<file path="src/rtl/updown_game_ctrl_pkg.sv">
// updown_pkg: shared state encoding and value width for the up/down guessing game
package updown_pkg;
   localparam int VAL_W = 7;
   localparam int RANGE_MAX_DEFAULT = 99;
   typedef enum logic [2:0] {IDLE, LOAD, PLAY, WIN, LOSE} state_t;
   // Out-of-range random values fold down by one full range instead of wrapping
   function automatic logic [VAL_W-1:0] map_target(logic [VAL_W-1:0] r, logic [VAL_W-1:0] rmax);
      return r <= rmax ? r : r - rmax - VAL_W'(1);
   endfunction
endpackage

</file>
<file path="src/rtl/updown_game_ctrl_if.sv">
// updown_game_ctrl_if: player/random inputs and display outputs of the round controller
interface updown_game_ctrl_if;
   import updown_pkg::*;
   logic [VAL_W-1:0] random;
   logic [VAL_W-1:0] guess;
   logic [VAL_W-1:0] target_reveal;
   logic start;
   logic guess_valid;
   logic hint_up;
   logic hint_down;
   logic hint_correct;
   logic guess_reject;
   logic playing;
   logic game_win;
   logic game_lose;
   logic [3:0] tries_left;
   modport master(
      output random, start, guess, guess_valid,
      input hint_up, hint_down, hint_correct, guess_reject, tries_left, playing, game_win, game_lose, target_reveal
   );
   modport slave(
      input random, start, guess, guess_valid,
      output hint_up, hint_down, hint_correct, guess_reject, tries_left, playing, game_win, game_lose, target_reveal
   );
endinterface

</file>
<file path="src/rtl/updown_game_ctrl.sv">
// updown_game_ctrl: round FSM latching a target, grading guesses and counting attempts
module updown_game_ctrl
   import updown_pkg::*;
#(
   parameter int MAX_TRIES = 7,
   parameter int RANGE_MAX = RANGE_MAX_DEFAULT
) (
   input logic clk,
   input logic reset,
   updown_game_ctrl_if.slave bus
);
   localparam logic [VAL_W-1:0] RMAX = VAL_W'(RANGE_MAX);
   localparam logic [3:0] TMAX = 4'(MAX_TRIES);
   state_t state, nxt;
   logic [VAL_W-1:0] target;
   logic take, in_range, accept, hit;
   // start outranks a same-cycle guess, so a guess is only taken without start
   assign take = state == PLAY && !bus.start && bus.guess_valid;
   assign in_range = bus.guess <= RMAX;
   assign accept = take && in_range;
   assign hit = bus.guess == target;
   always_comb
      nxt = (bus.start && state != LOAD) ? LOAD :
            state == LOAD ? PLAY :
            (accept && hit) ? WIN :
            (accept && bus.tries_left == 4'd1) ? LOSE : state;
   always_ff @(posedge clk or posedge reset)
      if (reset) begin
         state <= IDLE;
         target <= '0;
         bus.tries_left <= '0;
         bus.hint_up <= 1'b0;
         bus.hint_down <= 1'b0;
         bus.hint_correct <= 1'b0;
         bus.guess_reject <= 1'b0;
         bus.playing <= 1'b0;
         bus.game_win <= 1'b0;
         bus.game_lose <= 1'b0;
         bus.target_reveal <= '0;
      end else begin
         state <= nxt;
         bus.playing <= nxt == PLAY;
         bus.game_win <= nxt == WIN;
         bus.game_lose <= nxt == LOSE;
         bus.target_reveal <= (nxt == WIN || nxt == LOSE) ? target : '0;
         bus.guess_reject <= take && !in_range;
         if (state == LOAD)
            target <= map_target(bus.random, RMAX);
         if (nxt == LOAD || state == LOAD) begin
            bus.tries_left <= TMAX;
            bus.hint_up <= 1'b0;
            bus.hint_down <= 1'b0;
            bus.hint_correct <= 1'b0;
         end else if (accept) begin
            bus.tries_left <= bus.tries_left - 4'd1;
            bus.hint_up <= bus.guess < target;
            bus.hint_down <= bus.guess > target;
            bus.hint_correct <= hit;
         end
      end
endmodule

</file>
<file path="src/flat_wrapper.sv">
// flat-port wrapper written by rule: the top's interface ports become plain ports
module updown_game_ctrl_flat import updown_pkg::*;
#(
   parameter int MAX_TRIES = 7,
   parameter int RANGE_MAX = RANGE_MAX_DEFAULT
)
  (clk, reset, bus_random, bus_start, bus_guess, bus_guess_valid, bus_hint_up, bus_hint_down, bus_hint_correct, bus_guess_reject, bus_tries_left, bus_playing, bus_game_win, bus_game_lose, bus_target_reveal);
  updown_game_ctrl_if bus_i ();
  input logic clk;
  input logic reset;
  input wire logic [$bits(bus_i.random)-1:0] bus_random;
  input wire logic [$bits(bus_i.start)-1:0] bus_start;
  input wire logic [$bits(bus_i.guess)-1:0] bus_guess;
  input wire logic [$bits(bus_i.guess_valid)-1:0] bus_guess_valid;
  output wire logic [$bits(bus_i.hint_up)-1:0] bus_hint_up;
  output wire logic [$bits(bus_i.hint_down)-1:0] bus_hint_down;
  output wire logic [$bits(bus_i.hint_correct)-1:0] bus_hint_correct;
  output wire logic [$bits(bus_i.guess_reject)-1:0] bus_guess_reject;
  output wire logic [$bits(bus_i.tries_left)-1:0] bus_tries_left;
  output wire logic [$bits(bus_i.playing)-1:0] bus_playing;
  output wire logic [$bits(bus_i.game_win)-1:0] bus_game_win;
  output wire logic [$bits(bus_i.game_lose)-1:0] bus_game_lose;
  output wire logic [$bits(bus_i.target_reveal)-1:0] bus_target_reveal;
  assign bus_i.random = bus_random;
  assign bus_i.start = bus_start;
  assign bus_i.guess = bus_guess;
  assign bus_i.guess_valid = bus_guess_valid;
  assign bus_hint_up = bus_i.hint_up;
  assign bus_hint_down = bus_i.hint_down;
  assign bus_hint_correct = bus_i.hint_correct;
  assign bus_guess_reject = bus_i.guess_reject;
  assign bus_tries_left = bus_i.tries_left;
  assign bus_playing = bus_i.playing;
  assign bus_game_win = bus_i.game_win;
  assign bus_game_lose = bus_i.game_lose;
  assign bus_target_reveal = bus_i.target_reveal;
  updown_game_ctrl #(.MAX_TRIES(MAX_TRIES), .RANGE_MAX(RANGE_MAX)) u_core (.clk(clk), .reset(reset), .bus(bus_i));
endmodule
</file>
<file path="config.mk">
export PLATFORM = sky130hd
export DESIGN_NAME = updown_game_ctrl_flat
export DESIGN_NICKNAME = d
export VERILOG_FILES = /design/src/rtl/updown_game_ctrl_pkg.sv /design/src/rtl/updown_game_ctrl_if.sv /design/src/rtl/updown_game_ctrl.sv /design/src/flat_wrapper.sv
export SDC_FILE = /design/constraint.sdc
export NUM_CORES = 1
export LEC_CHECK = 0
export CAP_MARGIN = 20
export CORE_ASPECT_RATIO = 1.75
export CORE_MARGIN = 3
export CORE_UTILIZATION = 48
export DETAILED_ROUTE_END_ITERATION = 8
export GPL_TIMING_DRIVEN = 0
export PLACE_DENSITY_LB_ADDON = 0.08
export SLEW_MARGIN = 20
export SYNTH_ARGS = -nofsm -noshare
export SYNTH_HDL_FRONTEND = slang
export SYNTH_SLANG_ARGS = --single-unit
</file>
<file path="constraint.sdc">
create_clock -name clk -period 2.4 [get_ports clk]
set_clock_uncertainty 0.15 [all_clocks]
set_input_delay 0.48 -clock clk [delete_from_list [all_inputs] [get_ports clk]]
set_output_delay 0.48 -clock clk [all_outputs]
set_load 0.1 [all_outputs]
</file>
==> impl_metrics.tcl <==
set metrics [dict create \
    status "finished clean" \
    r2r_setup_slack_ns 0.15 \
    dieArea_sq_um 3750 \
    area.growth.synth_to_final_pct 33.4 \
    postSynth.topFlopCell "sky130_fd_sc_hd__dfrtp_1" \
    routedLengthMet1_microns 1160 \
    num_antenna_cells 0 \
    timing.final.max_slew_violations 0 \
    finalCritPeriodShare 0.981 \
    synthTopCellsByArea "sky130_fd_sc_hd__dfrtp_1 (48%), sky130_fd_sc_hd__ha_1 (8.6%), sky130_fd_sc_hd__nand2_1 (3.6%)" \
    vias 1245 \
    rsz0062_at_grt "false" \
    cts_htree_levels 1 \
    ys_ff_latch 28 \
    critical_path.n_buffers_inverters 1 \
    postPlaceCellArea_sq_um 1840 \
    syn_nets 169 \
    detailedRoute.firstIterationViolations 37 \
    start_kind "flop" \
    cts_num_sinks 28 \
    ratio_of_cells_with_drive_above_1_in_the_final_layout 0.0994 \
    hold_viol_final 0 \
    worst_pin_slew_ns 0.978 \
    drtAntennaViolNets 0 \
    layoutNonFillerInstCount 208 \
    synth_area_in_simple_gates 0.212 \
    timing.rr.start "u_core.state[2]$_DFF_PP0_" \
    cp_slowest_cell "sky130_fd_sc_hd__clkdlybuf4s50_1" \
    port_buffers 35 \
    leakage_nw 0.930 \
    ys_seq_area_frac 0.482 \
    max_clock_freq_mhz 425 \
    cp_num_cells 1 \
    total_of_max_cap_violations 0 \
    most_area_hungry_cell_type_in_the_yosys_netlist "sky130_fd_sc_hd__dfrtp_1" \
    initial_core_util 0.522 \
    yosys.cell_types.count 42 \
    antenna_found_initial 0 \
    power_per_cell_area_nw_per_um2 929 \
    routed-wl-met2_microns 1870 \
    global_route.overflow_total 0 \
    insertion_delay_ns 0.27 \
    yosys.area.top_type_share 0.482 \
    synth_warnings 0 \
    synth_adder_area_share 0.0861 \
    core_area_sq_um 2780 \
    worst_hold_path.endpoint "u_core.bus.target_reveal[2]$_DFF_PP0_" \
    detailedPlace.worstSlack_ns -0.538 \
    worst_path_dominant_cell_family "buffers and inverters" \
    finish.instance_area_sq_um 1940 \
    clockBufferDepth 2 \
    count_of_tritonroute_iterations_in_the_first_routing_pass 4 \
    place_congestion 0.855 \
    worstSetupPathType "flop to primary output" \
    vdd_ir_drop_max_v 0.000599 \
    timing.critical_path.required_ns 1.77 \
    die-width_microns 47.6 \
    async_flop_share 1.00 \
    wl_met3_microns 109 \
    combinational_family_with_the_most_area_after_synthesis "simple AND/OR/NAND/NOR gates" \
    total_power_mw 1.80 \
    clkSlewWorstSetupHoldPaths_ns 0.08 \
    root_buffer "sky130_fd_sc_hd__clkbuf_8" \
    drt-wirelength-per-cell_microns 15.5 \
    reg2regPathDepth 5 \
    critical_path.max_fanout 1 \
    synth-xor-area-share 0.0121 \
    viasPerCell 5.99 \
    cts_tree "yes" \
    die_h_microns 78.8 \
    critPathArrivalTime_ns 1.72 \
    grt_usage 0.196 \
    cell_by_cell_trace_of_the_critical_path "clkdlybuf4s50_1" \
    num_cts_buffers 3 \
    grt_start_max_net_pins 29 \
    slew_headroom 0.346 \
    hold_depth 1 \
    routed_wl_microns 3220 \
    synth-compound-area-share 0.166 \
    timing.rr.end "u_core.bus.target_reveal[5]$_DFF_PP0_" \
    worstSetupEndpointType "primary output" \
    top_layer "met4" \
    setup_viol 0 \
    setup_slack_ns 0.0461 \
    hold_class "flop to flop" \
    holdCritStartpoint "u_core.target[2]$_DFFE_PP0P_" \
    post_synth_inst_count 141 \
    synth_edf_count 0 \
    number_of_cells_after_detailed_placement 203 \
    core.rowCount 25 \
    period_needed_ns 2.35 \
    yosys-mux-area-fraction 0 \
    synth_area_per_cell_sq_um 10.3 \
    num_io_pins 36 \
    slowest_delay_ns 1.13 \
    netlist_area_before_placement_sq_um 1450 \
    drc 0 \
    grt_pass1_vias 1257 \
    final_hpwl_from_detailed_placement_microns 2500 \
    global_route_wire_length_before_repair_microns 5420 \
    hold_ws_ns 0.328 \
    layout.nets 210 \
]
cells in the final DEF (no fill, tap or decap), types with 2 or more instances in the layout:
cell | Yosys | routed
sky130_fd_sc_hd__nor2_1 | 8 | 8
sky130_fd_sc_hd__xnor2_1 | 2 | 2
sky130_fd_sc_hd__dlygate4sd2_1 | 0 | 11
sky130_fd_sc_hd__dfrtp_1 | 28 | 26
sky130_fd_sc_hd__clkbuf_8 | 0 | 3
sky130_fd_sc_hd__o211ai_1 | 5 | 5
sky130_fd_sc_hd__nor3_1 | 4 | 4
sky130_fd_sc_hd__inv_1 | 12 | 11
sky130_fd_sc_hd__dfrtp_2 | 0 | 2
sky130_fd_sc_hd__nor2b_1 | 3 | 3
sky130_fd_sc_hd__clkdlybuf4s50_1 | 0 | 21
sky130_fd_sc_hd__dlymetal6s2s_1 | 0 | 3
sky130_fd_sc_hd__nand2b_1 | 4 | 4
sky130_fd_sc_hd__clkbuf_1 | 1 | 2
sky130_fd_sc_hd__a21oi_1 | 8 | 7
sky130_fd_sc_hd__ha_1 | 10 | 10
sky130_fd_sc_hd__o21ai_1 | 6 | 6
sky130_fd_sc_hd__nand2_1 | 14 | 14
sky130_fd_sc_hd__and2_1 | 7 | 7
routing by layer:
metal / GRT usage / vias up
met5: 0 / -
met1: 0.207 / 620
li1: - / 581
met2: 0.360 / 37
met4: 0.0863 / 0
met3: 0.0204 / 7
area by class of cell:
type                       count  area (sq um)
inverter                      12          45.0
fill                         249           846
tap                           27          33.8
sequential                    28           703
timing repair buffer          37           372
multi-input combinational     99           736
clock buffer                   4          45.0
buffer                         1          3.75
repair_timing:
action                                  CTS  global route
hold buffers                              0             0
pin swaps                                 6             0
resized for setup                        16             3
buffers inserted                          2             0
gates cloned                              0             0
endpoints found under the setup margin   18             3
worst max path at each step:
stage                                                startpoint                               endpoint
after CTS                 u_core.bus.target_reveal[0]$_DFF_PP0_                   bus_target_reveal[0]
after floorplan            u_core.bus.tries_left[1]$_DFFE_PP0P_  u_core.bus.target_reveal[0]$_DFF_PP0_
after global routing      u_core.bus.target_reveal[4]$_DFF_PP0_                   bus_target_reveal[4]
after detailed placement                              bus_start  u_core.bus.target_reveal[5]$_DFF_PP0_
final                     u_core.bus.target_reveal[3]$_DFF_PP0_                   bus_target_reveal[3]
after global placement                                bus_start  u_core.bus.target_reveal[5]$_DFF_PP0_
sequential cells by signal (all words and copies together) (netlist names):
register / cells
u_core.target: 7
u_core.bus.hint_up: 1
u_core.bus.tries_left: 4
u_core.bus.hint_down: 1
u_core.bus.playing: 1
u_core.bus.game_win: 1
u_core.bus.game_lose: 1
u_core.bus.guess_reject: 1
u_core.bus.target_reveal: 7
u_core.state: 3
u_core.bus.hint_correct: 1
synth_stat cells, types with 2 or more instances:
cell type,count
sky130_fd_sc_hd__and2_1,7
sky130_fd_sc_hd__nor2_1,8
sky130_fd_sc_hd__nand2b_1,4
sky130_fd_sc_hd__xnor2_1,2
sky130_fd_sc_hd__inv_1,12
sky130_fd_sc_hd__nor2b_1,3
sky130_fd_sc_hd__nor3_1,4
sky130_fd_sc_hd__nor4_2,2
sky130_fd_sc_hd__ha_1,10
sky130_fd_sc_hd__o211ai_1,5
sky130_fd_sc_hd__o21ai_1,6
sky130_fd_sc_hd__nand2_1,14
sky130_fd_sc_hd__dfrtp_1,28
sky130_fd_sc_hd__a21oi_1,8
logic make-up (layout without fill, tap and decap cells):
group           count (synthesis)  in the layout
buf+inv                        14             54
simple gates                   54             54
fa+ha+maj                      10             10
xor+xnor                        2              2
flops                          28             28
compound gates                 33             33
where the power goes:
group,switching [mW],internal [mW]
registers,0.0736,0.582
logic,0.603,0.288
clock network,0.134,0.119
total,0.811,0.989
metrics by stage:
stage	utilization	setup TNS, ns
after floorplan	-	0
after global placement	0.661	-6.14
after detailed placement	0.661	-6.50
after CTS	0.692	0
after global routing	0.696	0
final	0.696	0
(Power assumes the default switching activity.)
